`src/rtl/reg_writeback_unit.sv`:
```
// rtl/reg_writeback_unit.sv - two-channel buffered register-file write port with hazard lookup
module reg_writeback_unit #(
  parameter int DATA_W    = 32,
  parameter int REGNUM_W  = 5,
  parameter int BUF_DEPTH = 2
) (
  input  logic                clk,
  input  logic                rst,
  input  logic                aluValid,
  output logic                aluReady,
  input  logic [REGNUM_W-1:0] aluNum,
  input  logic [DATA_W-1:0]   aluData,
  input  logic                memValid,
  output logic                memReady,
  input  logic [REGNUM_W-1:0] memNum,
  input  logic [DATA_W-1:0]   memData,
  output logic                wrEnable,
  output logic [REGNUM_W-1:0] wrNum,
  output logic [DATA_W-1:0]   wrData,
  input  logic [REGNUM_W-1:0] rdNumA,
  input  logic [REGNUM_W-1:0] rdNumB,
  output logic                pendA,
  output logic                pendB,
  output logic                idle
);

  localparam int PTR_W = $clog2(BUF_DEPTH);
  localparam logic [PTR_W:0] FULL_CNT = (PTR_W+1)'(BUF_DEPTH);

  logic [REGNUM_W-1:0] aluNumQ  [BUF_DEPTH];
  logic [DATA_W-1:0]   aluDataQ [BUF_DEPTH];
  logic [REGNUM_W-1:0] memNumQ  [BUF_DEPTH];
  logic [DATA_W-1:0]   memDataQ [BUF_DEPTH];

  logic [PTR_W-1:0] aluRdPtr, aluWrPtr, memRdPtr, memWrPtr;
  logic [PTR_W:0]   aluCnt, memCnt;
  logic             rrMem;  // 1: next contended grant goes to the load channel
  logic             aluPush, memPush, aluPop, memPop, aluNe, memNe;
  logic [REGNUM_W-1:0] headNum;
  logic [DATA_W-1:0]   headData;
  logic             hitA, hitB;

  // No pass-through: readiness depends only on occupancy, and is forced low in reset
  assign aluReady = rst && (aluCnt != FULL_CNT);
  assign memReady = rst && (memCnt != FULL_CNT);
  assign aluPush  = aluValid && aluReady;
  assign memPush  = memValid && memReady;
  assign aluNe    = (aluCnt != '0);
  assign memNe    = (memCnt != '0);

  // Round-robin only matters when both heads are waiting
  always_comb begin
    aluPop = 1'b0;
    memPop = 1'b0;
    if (aluNe && memNe) begin
      if (rrMem) memPop = 1'b1;
      else       aluPop = 1'b1;
    end else if (aluNe) begin
      aluPop = 1'b1;
    end else if (memNe) begin
      memPop = 1'b1;
    end
  end

  assign headNum  = memPop ? memNumQ[memRdPtr]  : aluNumQ[aluRdPtr];
  assign headData = memPop ? memDataQ[memRdPtr] : aluDataQ[aluRdPtr];

  // ALU channel FIFO
  always_ff @(posedge clk) begin
    if (!rst) begin
      aluCnt   <= '0;
      aluRdPtr <= '0;
      aluWrPtr <= '0;
    end else begin
      if (aluPush) begin
        aluNumQ[aluWrPtr]  <= aluNum;
        aluDataQ[aluWrPtr] <= aluData;
        aluWrPtr           <= aluWrPtr + PTR_W'(1);
      end
      if (aluPop) aluRdPtr <= aluRdPtr + PTR_W'(1);
      aluCnt <= aluCnt + (PTR_W+1)'(aluPush) - (PTR_W+1)'(aluPop);
    end
  end

  // Load channel FIFO
  always_ff @(posedge clk) begin
    if (!rst) begin
      memCnt   <= '0;
      memRdPtr <= '0;
      memWrPtr <= '0;
    end else begin
      if (memPush) begin
        memNumQ[memWrPtr]  <= memNum;
        memDataQ[memWrPtr] <= memData;
        memWrPtr           <= memWrPtr + PTR_W'(1);
      end
      if (memPop) memRdPtr <= memRdPtr + PTR_W'(1);
      memCnt <= memCnt + (PTR_W+1)'(memPush) - (PTR_W+1)'(memPop);
    end
  end

  // Arbiter pointer and registered write port; r0 writes are consumed but never enabled
  always_ff @(posedge clk) begin
    if (!rst) begin
      rrMem    <= 1'b1;
      wrEnable <= 1'b0;
      wrNum    <= '0;
      wrData   <= '0;
    end else begin
      if (aluNe && memNe) rrMem <= !rrMem;
      if (aluPop || memPop) begin
        wrNum    <= headNum;
        wrData   <= headData;
        wrEnable <= (headNum != '0);
      end else begin
        wrEnable <= 1'b0;
      end
    end
  end

  // Hazard lookup over live FIFO slots plus the write currently on the port
  always_comb begin
    hitA = wrEnable && (wrNum == rdNumA);
    hitB = wrEnable && (wrNum == rdNumB);
    for (int i = 0; i < BUF_DEPTH; i++) begin
      if ({1'b0, PTR_W'(i) - aluRdPtr} < aluCnt) begin
        if (aluNumQ[PTR_W'(i)] == rdNumA) hitA = 1'b1;
        if (aluNumQ[PTR_W'(i)] == rdNumB) hitB = 1'b1;
      end
      if ({1'b0, PTR_W'(i) - memRdPtr} < memCnt) begin
        if (memNumQ[PTR_W'(i)] == rdNumA) hitA = 1'b1;
        if (memNumQ[PTR_W'(i)] == rdNumB) hitB = 1'b1;
      end
    end
  end

  assign pendA = (rdNumA != '0) && hitA;
  assign pendB = (rdNumB != '0) && hitB;
  assign idle  = !aluNe && !memNe && !wrEnable;

endmodule
```
`config.mk`:
```
export PLATFORM = sky130hd
export DESIGN_NAME = reg_writeback_unit
export DESIGN_NICKNAME = d
export VERILOG_FILES = /design/src/rtl/reg_writeback_unit.sv
export SDC_FILE = /design/constraint.sdc
export NUM_CORES = 1
export LEC_CHECK = 0
export CAP_MARGIN = 20
export CORE_MARGIN = 2
export CORE_UTILIZATION = 36
export CTS_CLUSTER_SIZE = 40
export DETAILED_ROUTE_END_ITERATION = 10
export RECOVER_POWER = 25
export SLEW_MARGIN = 10
export SYNTH_ARGS = -nofsm -noshare
export SYNTH_HDL_FRONTEND = slang
export SYNTH_SLANG_ARGS = --single-unit
export TNS_END_PERCENT = 5
```
`constraint.sdc`:
```
create_clock -name clk -period 4.89 [get_ports clk]
set_clock_uncertainty 0.1 [all_clocks]
set_input_delay 0.489 -clock clk [delete_from_list [all_inputs] [get_ports clk]]
set_output_delay 0.489 -clock clk [all_outputs]
set_load 0.05 [all_outputs]
```
=== Yosys cells after proc, flatten, opt, wreduce, memory -nomap -nowiden ===
Memories as Yosys holds them, arrays and structs flattened. A register that Yosys moved wholly into a read port is not among the register bits.
Cells that the tools add are included.

* Flip-flop bits (word level): 47
* Memories kept: 4
* RAM bits: 148
* Bits of input ports: 88

{| class="wikitable"
|+ Memory list
! memory !! words !! bits a word !! rd ports !! clocked after memory_dff !! write ports !! line !! text
|-
| aluDataQ || 2 || 32 || 1 || 1 || 1 || 31 || <nowiki>logic [DATA_W-1:0] aluDataQ [BUF_DEPTH];</nowiki>
|-
| memDataQ || 2 || 32 || 1 || 1 || 1 || 33 || <nowiki>logic [DATA_W-1:0] memDataQ [BUF_DEPTH];</nowiki>
|-
| aluNumQ || 2 || 5 || 3 || 1 || 1 || 30 || <nowiki>logic [REGNUM_W-1:0] aluNumQ [BUF_DEPTH];</nowiki>
|-
| memNumQ || 2 || 5 || 3 || 1 || 1 || 32 || <nowiki>logic [REGNUM_W-1:0] memNumQ [BUF_DEPTH];</nowiki>
|}

* Reductions and logical operators: 22
* Add/subtract/negate cells: 12
* Mux-type cells: 39
* Magnitude comparators: 4
* Eq/ne operators: 12

{| class="wikitable"
|+ Operator list
! operator !! count
|-
| 5-bit equality test || 10
|-
| 1-bit two-way mux || 37
|-
| 32-bit two-way mux || 1
|-
| 5-bit nonzero test || 3
|-
| 1-bit logical AND || 11
|-
| 1-bit by 2-bit less-than comparator with 1-bit output || 4
|-
| 5-bit two-way mux || 1
|-
| 1-bit adder, second input constant || 4
|-
| 2-bit by 1-bit adder with 2-bit output || 2
|-
| 1-bit zero test || 4
|-
| 2-bit != test, second input constant || 2
|-
| 2-bit nonzero test || 2
|-
| 1-bit subtractor, first input constant || 4
|-
| 2-bit by 1-bit subtractor with 2-bit output || 2
|-
| 2-bit AND reduction || 1
|-
| 1-bit logical OR || 1
|}

=== Longest topological paths before layout ===
* Depth in word-level cells: 11
* Gate-level depth with buffers: 10

=== Least setup slack after synthesis ===
OpenSTA, ideal clock, no wires.

* Path kind: input -> register
* From: input rst
* To: memory memDataQ[0][0], enable pin
* Stages: 3
* Data arrival time: 3608 ps
* Data required time: 4357 ps
* Setup slack: 749 ps
* Setup time: 433 ps
* Cell sequence: a21boi_0 -> nand2_1 -> nor2_1

* Word-level cells in the longest chain between the ends: 5

{| class="wikitable"
|+ RTL lines
! item !! line !! text
|-
| from (decl) || 8 || <nowiki>input logic rst,</nowiki>
|-
| 1-bit logical AND || 45 || <nowiki>assign memReady = rst && (memCnt != FULL_CNT);</nowiki>
|-
| 1-bit logical AND || 47 || <nowiki>assign memPush = memValid && memReady;</nowiki>
|-
| 1-bit two-way mux || 92 || <nowiki>if (memPush) begin</nowiki>
|-
| 1-bit two-way mux * || 87 || <nowiki>if (!rst) begin</nowiki>
|-
| 1-bit two-way mux (implied by the code) * || 94 || <nowiki>memDataQ[memWrPtr] <= memData;</nowiki>
|-
| to (decl) || 33 ||
|}

Every way passes the cells marked *; elsewhere a longest branch is shown, timed or not.

=== Final worst setup path ===
* From: register memCnt[1]
* To: output idle

* Word-level cells in the longest chain between the ends: 4

{| class="wikitable"
|+ RTL lines
! item !! line !! text
|-
| from (decl) || 36 || <nowiki>logic [PTR_W:0] aluCnt, memCnt;</nowiki>
|-
| from (signal assigned) || 98 || <nowiki>memCnt <= memCnt + (PTR_W+1)'(memPush) - (PTR_W+1)'(memPop);</nowiki>
|-
| 2-bit nonzero test || 49 || <nowiki>assign memNe = (memCnt != '0);</nowiki>
|-
| 1-bit zero test || 139 || <nowiki>assign idle = !aluNe && !memNe && !wrEnable;</nowiki>
|-
| 1-bit logical AND (2 in a row) || 139 ||
|-
| to (decl) || 24 || <nowiki>output logic idle</nowiki>
|}

Every way passes these cells.

==> qor.csv <==
metric,value,unit
syn_nets,684,
max_cap_viol_count,0,
gp_congestion,0.833,
fp.dieH,155,microns
synth-xor-area-share,6.05,%
die_x,155,microns
firstDrtPassIters,4,
place_area,0.00975,sq mm
drc,0,
hold_class,reg2reg,
netlist_area,0.00825,sq mm
drt_iter0_drc,309,
yosys.area_share.simple,6.79,%
synthAdderAreaFrac,0.606,%
overflow,0,
cts_tree,built,
timing.final.crit_share,74.6,%
finalPower,0.00565,W
vias,5011,
status,"finished, final reports clean",
cts_resized,0,
clk_path_buf_depth,2,
critPathCaptureType,output pin,
worst_slew_pin_slew,1.01,ns
hold_end,wrData[1]$_SDFFE_PN0N_,
placed_cells,972,
nets,800,
holdPathStages,2,
ys_ff_latch,197,
worstSetupPathType,reg2out,
clk_latency,0.43,ns
fillers,1999,
worstReg2RegEnd,aluDataQ[0][22]$_DFFE_PP_,
core_area,0.0226,sq mm
vias_per_cell,4.97,
drive_gt1_share,11.2,%
start_kind,register,
io_pins,131,
cp.required,4.30,ns
synth-compound-area-share,8.16,%
yosysUniqueCellTypes,37,
tns,0,ns
antenna_found_initial,3,
crit_chain,"or2_1, nand2b_2, nor2_1, clkdlybuf4s50_1",
r2r_slack,2.38,ns
wl,19.4,mm
layout_commonest_cell,edfxtp_1,
power.density,543,mW/mm^2
crit_path_max_incr_delay,0.85,ns
synth_edf_count,148,
rsz0062_at_grt,false,
area_growth,26.0,%
hold_buffers,0,
instances_no_fill,1009,
cts_inserted_buffers,17,
synth.area.mux_share,9.75,%
finalHoldViolations,0,
max-vdd-ir-drop,0.339,mV
grt_pass1_vias,5277,
cts-root-buf,clkbuf_16,
post_cts.repair.setup_buffers,0,
post-route-util,46.1,%
synthCells,592,
synth.avg_cell_area,13.9,sq um
dp_hpwl,12.6,mm
slowest_stage,clkdlybuf4s50_1,
start_util,36.6,%
min_from,wrData[1]$_SDFFE_PN0N_,
finalSetupViolCount,0,
synth_top_family_by_area,multiplexers,
grt_pass1_wl,29.5,mm
path_clk_slew,0.06,ns
critPathMaxFanout,39,
synth_warnings,0,
fmax,274,MHz
reg2reg_from,aluCnt[0]$_SDFF_PN0_,
reg2regPathDepth,5,
post-route-cell-area,0.0104,sq mm
port_buffers,130,
cts.htree.levels,4,
ys_seq_area_share,65.7,%
finalCriticalPeriod,3.65,ns
cts_sinks,197,
slew_headroom,32.4,%
grt_usage,16.3,%
grt_start_max_net_pins,77,
synthArstFlopShare,0,%
rows,55,
synth_ff_type,edfxtp_1,
slew_viol_final,0,
mostFrequentLayoutCells,"edfxtp_1, clkdlybuf4s50_1, nand2_1, dlygate4sd3_1, dfxtp_1",
wl_per_cell,19.2,microns
crit_arrival,3.06,ns
ant_nets,0,
die_area,0.0242,sq mm
p_leak,3.50,nW
layer usage:
layer | vias to the layer above | track usage [%] | wire length, microns
met1 | 2465 | 21.0 | 8670
met3 | 27 | 3.54 | 951
met5 | - | 0 | 0
met4 | 0 | 5.59 | 300
li1 | 2392 | - | -
met2 | 127 | 27.3 | 9460
kinds of logic (layout without fill, tap and decap cells):
| group | Yosys count | count (layout) |
|---|---|---|
| xor+xnor | 57 | 57 |
| flops | 197 | 197 |
| mux | 76 | 76 |
| other cells | 0 | 3 |
| buf+inv | 46 | 175 |
| simple gates | 121 | 121 |
| compound gates | 91 | 91 |
| fa+ha+maj | 4 | 4 |
flip-flops by register name (all words and copies together) (netlist names), named ones only:
register  cells
aluDataQ     64
memDataQ     64
wrData       32
aluNumQ      10
memNumQ      10
wrNum         5
aluCnt        2
memCnt        2
aluRdPtr      1
aluWrPtr      1
memRdPtr      1
memWrPtr      1
rrMem         1
wrEnable      1
Yosys cell counts, types with 2 or more instances:
library cell    n  area share (%)
a21oi_1         7            0.42
edfxtp_1      148              54
nor4_1          4            0.30
o211ai_1       35             3.2
inv_1           6            0.27
clkbuf_1       14            0.64
dfxtp_1        49              12
xor2_1         31             3.3
buf_6           5            0.68
a31oi_1         2            0.15
and3_1          3            0.23
xnor2_1        26             2.8
nor3_2          2            0.24
mux2i_1        41             5.0
o21a_1          2            0.18
nand4_1         4            0.30
nand2_1        77             3.5
a21boi_1       38             3.5
mux2_2         35             4.8
buf_2          19             1.2
or4_1           4            0.36
nor3_1          7            0.42
ha_1            4            0.61
buf_4           2            0.18
nor2_1          7            0.32
and2_1          9            0.68
metrics by stage:
stage	hold WS (ns)	setup slack (ns)
after floorplan	0.405	0.749
after global placement	0.342	1.30
after detailed placement	0.341	1.27
after CTS	0.349	1.19
after global routing	0.367	1.10
final	0.346	1.24
critical path: cells and delay by family, from the launching register on:
family,cells,cell delay (ns)
DFF,1,0.35
buffers and inverters,1,0.85
and+or+nand+nor,3,1.42
power breakdown:
part | leakage (nW) | switching (W) | internal [W] | total [W]
sequential | 1.76 | 0.000164 | 0.00203 | 0.00220
combinational | 1.44 | 0.00126 | 0.000750 | 0.00201
clock | 0.296 | 0.000600 | 0.000844 | 0.00144
total | 3.50 | 0.00202 | 0.00363 | 0.00565
worst max path at each step:
stage          cells after the start                 start  slack (ns)                        to
3_3_place_gp                       7             rdNumB[4]        1.30                     pendB
6_report                           4  memCnt[1]$_SDFF_PN0_        1.24                      idle
3_5_place_dp                       7             rdNumB[4]        1.27                     pendB
2_1_floorplan                      3                   rst        0.75  memDataQ[0][0]$_DFFE_PP_
5_1_grt                            4  memCnt[1]$_SDFF_PN0_        1.10                      idle
4_1_cts                            4  memCnt[1]$_SDFF_PN0_        1.19                      idle
layout make-up:
| cell class | count | area (sq um) | area share, % |
|---|---|---|---|
| clock buffer | 23 | 469 | 4.51 |
| clock inverter | 9 | 139 | 1.33 |
| multi-input combinational | 349 | 2610 | 25.1 |
| sequential | 197 | 5430 | 52.2 |
| antenna | 3 | 7.51 | 0.0722 |
| inverter | 6 | 22.5 | 0.216 |
| tap | 285 | 357 | 3.43 |
| timing repair buffer | 137 | 1370 | 13.2 |
Power figures use the tool's default switching activity.
